--- config.mk ---
export PLATFORM = sky130hd
export DESIGN_NAME = weight_mem_ctrl_flat
export DESIGN_NICKNAME = d
export VERILOG_FILES = /design/src/rtl/weight_mem_ctrl_if.sv /design/src/rtl/weight_mem_ctrl.sv /design/src/flat_wrapper.sv
export SDC_FILE = /design/constraint.sdc
export NUM_CORES = 1
export LEC_CHECK = 0
export CORE_MARGIN = 4
export CORE_UTILIZATION = 30
export CTS_CLUSTER_SIZE = 20
export DETAILED_ROUTE_END_ITERATION = 7
export HOLD_SLACK_MARGIN = 0.15
export PLACE_DENSITY_LB_ADDON = 0.2
export RECOVER_POWER = 100
export SLEW_MARGIN = 20
export SYNTH_ARGS = -nofsm -noshare
export SYNTH_HDL_FRONTEND = slang
export SYNTH_SLANG_ARGS = --single-unit
--- constraint.sdc ---
create_clock -name sys_clk -period 2.5 [get_ports sys_clk]
set_clock_uncertainty 0.2 [all_clocks]
set_input_delay 0.25 -clock sys_clk [delete_from_list [all_inputs] [get_ports sys_clk]]
set_output_delay 0.25 -clock sys_clk [all_outputs]
set_load 0.05 [all_outputs]
--- src/rtl/weight_mem_ctrl_if.sv ---
// Control/address bundle between the weight memory sequencer and the weight memory top-level.
// master = sequencer side, slave = top FSM / memory side.
interface weight_mem_ctrl_if #(
    parameter int unsigned WR_ADDR_DEPTH = 10,
    parameter int unsigned RD_ADDR_DEPTH = 8
);
    logic [2:0]               current_state;
    logic                     wr_beat_valid;
    logic                     rd_en;
    logic                     cvt_rstn;
    logic [WR_ADDR_DEPTH-1:0] addr_wr;
    logic [RD_ADDR_DEPTH-1:0] addr_rd;
    logic                     valid_out;
    logic                     state_rst;
    logic                     busy;

    modport master (
        input  current_state, wr_beat_valid, rd_en,
        output cvt_rstn, addr_wr, addr_rd, valid_out, state_rst, busy
    );

    modport slave (
        output current_state, wr_beat_valid, rd_en,
        input  cvt_rstn, addr_wr, addr_rd, valid_out, state_rst, busy
    );
endinterface

--- src/rtl/weight_mem_ctrl.sv ---
// Sequencer for the weight memory path: clears the width converter, walks DRM write/read
// addresses, aligns read valid to DRM latency and pulses state_rst when a pass completes.
module weight_mem_ctrl #(
    parameter int unsigned WR_ADDR_DEPTH = 10,
    parameter int unsigned RD_ADDR_DEPTH = 8,
    parameter int unsigned WR_LEN        = 1024,
    parameter int unsigned RD_LEN        = 256,
    parameter int unsigned RD_LATENCY    = 2
) (
    input  logic               sys_clk,
    input  logic               rst,
    weight_mem_ctrl_if.master  bus
);

    typedef enum logic [2:0] {
        S_IDLE,
        S_CLR,
        S_LOAD,
        S_LDONE,
        S_READ,
        S_RDONE
    } state_t;

    state_t                   state;
    logic [WR_ADDR_DEPTH-1:0] addr_wr_q;
    logic [RD_ADDR_DEPTH-1:0] addr_rd_q;
    logic                     cvt_rstn_q;
    logic                     state_rst_q;
    logic                     busy_q;
    logic [RD_LATENCY-1:0]    vld_sr;

    logic                     load_req;
    logic                     read_req;
    logic                     issue;
    logic                     wr_last;
    logic                     rd_last;
    logic [RD_LATENCY-1:0]    vld_shift;

    assign load_req  = (bus.current_state == 3'd1);
    assign read_req  = (bus.current_state == 3'd2);
    assign issue     = (state == S_READ) && read_req && bus.rd_en;
    assign wr_last   = (addr_wr_q == WR_ADDR_DEPTH'(WR_LEN - 1));
    assign rd_last   = (addr_rd_q == RD_ADDR_DEPTH'(RD_LEN - 1));
    // Pipeline contents after the next edge when nothing new is issued.
    assign vld_shift = vld_sr << 1;

    always_ff @(posedge sys_clk or posedge rst) begin
        if (rst) begin
            state       <= S_IDLE;
            addr_wr_q   <= '0;
            addr_rd_q   <= '0;
            cvt_rstn_q  <= 1'b0;
            state_rst_q <= 1'b0;
            busy_q      <= 1'b0;
            vld_sr      <= '0;
        end else begin
            vld_sr      <= vld_shift | RD_LATENCY'(issue);
            state_rst_q <= 1'b0;
            cvt_rstn_q  <= 1'b1;
            case (state)
                S_IDLE: begin
                    addr_wr_q <= '0;
                    addr_rd_q <= '0;
                    if (load_req) begin
                        state      <= S_CLR;
                        cvt_rstn_q <= 1'b0;
                        busy_q     <= 1'b1;
                    end else if (read_req) begin
                        state  <= S_READ;
                        busy_q <= 1'b1;
                    end
                end
                S_CLR: begin
                    if (!load_req) begin
                        state      <= S_IDLE;
                        busy_q     <= 1'b0;
                        cvt_rstn_q <= 1'b0;
                        addr_wr_q  <= '0;
                        addr_rd_q  <= '0;
                        vld_sr     <= '0;
                    end else begin
                        state <= S_LOAD;
                    end
                end
                S_LOAD: begin
                    if (!load_req) begin
                        state      <= S_IDLE;
                        busy_q     <= 1'b0;
                        cvt_rstn_q <= 1'b0;
                        addr_wr_q  <= '0;
                        addr_rd_q  <= '0;
                        vld_sr     <= '0;
                    end else if (bus.wr_beat_valid) begin
                        if (wr_last) begin
                            state       <= S_LDONE;
                            state_rst_q <= 1'b1;
                            addr_wr_q   <= '0;
                        end else begin
                            addr_wr_q <= addr_wr_q + 1'b1;
                        end
                    end
                end
                S_LDONE: begin
                    state  <= S_IDLE;
                    busy_q <= 1'b0;
                end
                S_READ: begin
                    if (!read_req) begin
                        state      <= S_IDLE;
                        busy_q     <= 1'b0;
                        cvt_rstn_q <= 1'b0;
                        addr_wr_q  <= '0;
                        addr_rd_q  <= '0;
                        vld_sr     <= '0;
                    end else if (bus.rd_en) begin
                        if (rd_last) begin
                            state     <= S_RDONE;
                            addr_rd_q <= '0;
                        end else begin
                            addr_rd_q <= addr_rd_q + 1'b1;
                        end
                    end
                end
                S_RDONE: begin
                    // Done pulse lands on the first cycle the valid pipeline is empty.
                    if (state_rst_q) begin
                        state  <= S_IDLE;
                        busy_q <= 1'b0;
                    end else if (vld_shift == '0) begin
                        state_rst_q <= 1'b1;
                    end
                end
                default: begin
                    state  <= S_IDLE;
                    busy_q <= 1'b0;
                end
            endcase
        end
    end

    assign bus.cvt_rstn  = cvt_rstn_q;
    assign bus.addr_wr   = addr_wr_q;
    assign bus.addr_rd   = addr_rd_q;
    assign bus.valid_out = vld_sr[RD_LATENCY-1];
    assign bus.state_rst = state_rst_q;
    assign bus.busy      = busy_q;

endmodule

--- src/flat_wrapper.sv ---
// flat-port wrapper written by rule: the top's interface ports become plain ports
module weight_mem_ctrl_flat 
#(
    parameter int unsigned WR_ADDR_DEPTH = 10,
    parameter int unsigned RD_ADDR_DEPTH = 8,
    parameter int unsigned WR_LEN        = 1024,
    parameter int unsigned RD_LEN        = 256,
    parameter int unsigned RD_LATENCY    = 2
)
  (sys_clk, rst, bus_current_state, bus_wr_beat_valid, bus_rd_en, bus_cvt_rstn, bus_addr_wr, bus_addr_rd, bus_valid_out, bus_state_rst, bus_busy);
  weight_mem_ctrl_if #(.WR_ADDR_DEPTH(WR_ADDR_DEPTH), .RD_ADDR_DEPTH(RD_ADDR_DEPTH)) bus_i ();
  input  logic sys_clk;
  input  logic rst;
  input wire logic [$bits(bus_i.current_state)-1:0] bus_current_state;
  input wire logic [$bits(bus_i.wr_beat_valid)-1:0] bus_wr_beat_valid;
  input wire logic [$bits(bus_i.rd_en)-1:0] bus_rd_en;
  output wire logic [$bits(bus_i.cvt_rstn)-1:0] bus_cvt_rstn;
  output wire logic [$bits(bus_i.addr_wr)-1:0] bus_addr_wr;
  output wire logic [$bits(bus_i.addr_rd)-1:0] bus_addr_rd;
  output wire logic [$bits(bus_i.valid_out)-1:0] bus_valid_out;
  output wire logic [$bits(bus_i.state_rst)-1:0] bus_state_rst;
  output wire logic [$bits(bus_i.busy)-1:0] bus_busy;
  assign bus_i.current_state = bus_current_state;
  assign bus_i.wr_beat_valid = bus_wr_beat_valid;
  assign bus_i.rd_en = bus_rd_en;
  assign bus_cvt_rstn = bus_i.cvt_rstn;
  assign bus_addr_wr = bus_i.addr_wr;
  assign bus_addr_rd = bus_i.addr_rd;
  assign bus_valid_out = bus_i.valid_out;
  assign bus_state_rst = bus_i.state_rst;
  assign bus_busy = bus_i.busy;
  weight_mem_ctrl #(.WR_ADDR_DEPTH(WR_ADDR_DEPTH), .RD_ADDR_DEPTH(RD_ADDR_DEPTH), .WR_LEN(WR_LEN), .RD_LEN(RD_LEN), .RD_LATENCY(RD_LATENCY)) u_core (.sys_clk(sys_clk), .rst(rst), .bus(bus_i));
endmodule
==> key figures <==
Synthesis
  • Cells after synthesis: 174
  • Cell taking the most area after synthesis: dfrtp_1
  • Netlist cell types: 58
  • Seq/Total Area, Yosys: 39.8%
  • Syn_area_per_cell: 9.40 um^2
  • Ys Warns: 0
  • Post-synthesis net count: 183
  • #FFs+latches synth: 26
  • Top cell type's share of synthesized area: 39.8%
  • Synthesized cell area: 1640 um^2
  • Synth area leaders: dfrtp_1, nand2_1, o21ai_0, nand3_1, a21oi_1

CTS
  • CTS Buf Count: 3
  • Maximum clock path buffer count: 2
  • Root buf cell: clkbuf_8
  • CTS tree: done
  • CTS clk-pin slew, worst paths: 0.10 ns
  • H-tree levels: 1
  • Hold-fix buffers, CTS: 1
  • Worst skew pair latency: 0.27 ns
  • Postcts setup bufs: 0
  • Post-CTS sizing: 0
  • Clk sinks: 26

Global routing
  • Largest net degree at the start of global routing: 27
  • GR Overflow Total: 0
  • Total track usage: 13.2%
  • Vias in the first global route: 1357
  • First-pass GRT wire length: 6.93 mm
  • Initial antenna violation count: 0

STA
  • RSZ-0062 raised after global routing: no
  • Max Clock Freq: 0.450 GHz
  • Final setup viols: 0
  • Slew margin rel.: 55.9%
  • Worst Tran Pin Value: 0.661 ns
  • Crit share post-route: 88.9%
  • Final Hold Fails: 0
  • Fin. max-slew vios: 0
  • Min Tclk post-route: 2.22 ns
  • Slack of the critical path: 0.279 ns
  • Setup TNS: 0 ns

Pwr
  • Leakage power: 0.850 nW
  • Sw Share: 37.5%
  • Clk pwr share: 22.6%
  • Sequential power share: 41.4%
  • Int Pwr: 0.000783 W
  • Switch Pwr: 0.000470 W
  • Power share of the combinational group: 36.0%
  • Power per cell area: 609 nW/um^2
  • VDD IR max: 0.394 mV

Floorplan
  • Initial Util: 31.4%
  • IO Count: 29
  • Die area: 6700 um^2
  • Die Ht: 81.8 um
  • Die X: 81.8 um
  • Core Region: 5200 um^2
  • Num rows: 26

Layout
  • Most frequent cells in the layout: dfrtp_1, dlygate4sd3_1, nand2_1
  • Filler instances: 552
  • Most common cell after layout, fill and taps aside: dfrtp_1
  • Share of cells above drive strength 1: 11.1%
  • # diodes: 0
  • P&R area growth vs syn: 25.9%
  • Total Nets Final: 218

Routing
  • DRT Pass-1 Iters: 4
  • Final Routed Wirelength: 4.04 mm
  • Detail Route Antenna Nets: 0
  • DRC: 0
  • Vias per cell: 5.26
  • Number of DRC markers in iteration 0: 78
  • WL/cell: 14.5 um
  • DR vias: 1461

Critical path
  • Setup crit start: bus_current_state[0]
  • WP data required: 2.46 ns
  • R2R cell count: 5
  • Max FO, Critical Path: 13
  • Arrival @ worst endpoint: 2.18 ns
  • CP endpoint kind: flop
  • R2R setup slack: 0.28 ns
  • Worst setup SP type: primary input
  • Kind of critical path: in -> reg
  • CP Cell Sequence: dlygate4sd3_1 -> or3b_1 -> a22oi_1 -> clkbuf_2 -> a211o_2 -> o22ai_1
  • Critical register-to-register path startpoint: u_core.state[0]$_DFFE_PP0P_
  • CP peak stage delay: 0.61 ns
  • CP max stage cell: dlygate4sd3_1
  • Worst R2R End: u_core.bus.addr_wr[7]$_DFFE_PP0P_

Placed design
  • Place WS: 0.149 ns
  • DP HPWL: 2.97 mm
  • # port buffers: 28
  • Placer Congestion: 0.803

Hold path
  • Hold path cells: 1
  • Min-Delay Startpoint: u_core.vld_sr[0]$_DFF_PP0_
  • Hold Path Class: reg -> reg
  • WHS Endpoint: u_core.bus.state_rst$_DFF_PP0_

Status
  • Status: complete, no violations

Run
  • Max-Cap Viols: 0
[power groups by stage]
stage               Combinational, W  Clock, W  Sequential [W]
floorplan                   0.000321         0        0.000562
global placement            0.000510         0        0.000527
detailed placement          0.000511         0        0.000529
CTS                         0.000514  0.000297        0.000520
global route                0.000511  0.000312        0.000527
finish                      0.000451  0.000284        0.000519
[state kept, by name (all words and copies together) (netlist names)]
name                  count
u_core.bus.addr_rd        8
u_core.bus.addr_wr       10
u_core.bus.busy           1
u_core.bus.cvt_rstn       1
u_core.bus.state_rst      1
u_core.state              3
u_core.vld_sr             2
[through the flow]
step | total power, W | area, um^2 | hold slack (ns) | utilization [%] | cells
floorplan | 0.000884 | 1640 | 0.0900 | - | 174
global placement | 0.00104 | 2030 | 0.289 | 39.1 | 273
detailed placement | 0.00104 | 2030 | 0.281 | 39.1 | 273
CTS | 0.00133 | 2100 | 0.298 | 40.3 | 278
global route | 0.00135 | 2060 | 0.326 | 39.5 | 278
finish | 0.00125 | 2060 | 0.289 | 39.5 | 278
[cells by family (layout without fill, tap and decap cells)]
logic type      after synthesis  after routing  synth area share (%)
simple gates                 66             66                  24.6
mux                           3              3                  1.91
fa+ha+maj                     2              2                  1.53
flops                        26             26                  39.8
compound gates               56             56                  25.0
xor+xnor                      2              2                  1.07
buf+inv                      19             53                  6.04
[cell type report]
cell class,count,area (um^2),area share (%)
sequential,26,651,31.6
inverter,9,33.8,1.64
multi-input combinational,129,875,42.5
timing repair buffer,40,357,17.3
clock buffer,4,55.1,2.67
tap,70,87.6,4.26
[Yosys cell counts, drive strengths merged]
cell type  instances
nand2             14
or3b               2
a311oi             3
a2111oi            3
inv                9
buf                8
and3               3
nor4bb             1
a211oi             1
a21o               3
o211ai             2
xnor2              2
a21boi             1
and4b              1
mux2               1
a22oi              3
ha                 2
nand3              9
nand3b             1
nor4               2
and4bb             1
nor2               6
or4                2
o21ai             11
a32oi              3
mux2i              2
nand4bb            1
and4               2
nor3b              3
nand2b             3
o31ai              2
a41oi              1
clkbuf             2
nor3               5
a22o               2
o21bai             2
o22ai              5
a211o              1
dfrtp             26
nor4b              1
nand4              6
a21oi              9
and2               1
or3                2
a31oi              4
[routing by layer]
layer  global-route usage, %  vias to the layer above  part of all wire, %
met1                    19.5                      690                   49
li1                        -                      739                    -
met5                       0                        -                    0
met2                    20.0                       30                   45
met4                    1.99                        0                 0.59
met3                    3.07                        2                  5.0
[critical path: cells and delay by family]
family          cells  cell delay (ns)
buf+inv             2             0.89
compound gates      3             0.55
simple gates        1             0.48
[worst max path at each step]
stage                                                    to  depth (start not counted)
after floorplan                 u_core.state[2]$_DFFE_PP0P_                          5
after global placement    u_core.bus.addr_wr[0]$_DFFE_PP0P_                          6
after detailed placement  u_core.bus.addr_wr[8]$_DFFE_PP0P_                          6
after global routing      u_core.bus.addr_wr[0]$_DFFE_PP0P_                          6
final                     u_core.bus.addr_wr[7]$_DFFE_PP0P_                          6
after CTS                       u_core.state[2]$_DFFE_PP0P_                          5
(Power assumes the default switching activity.)
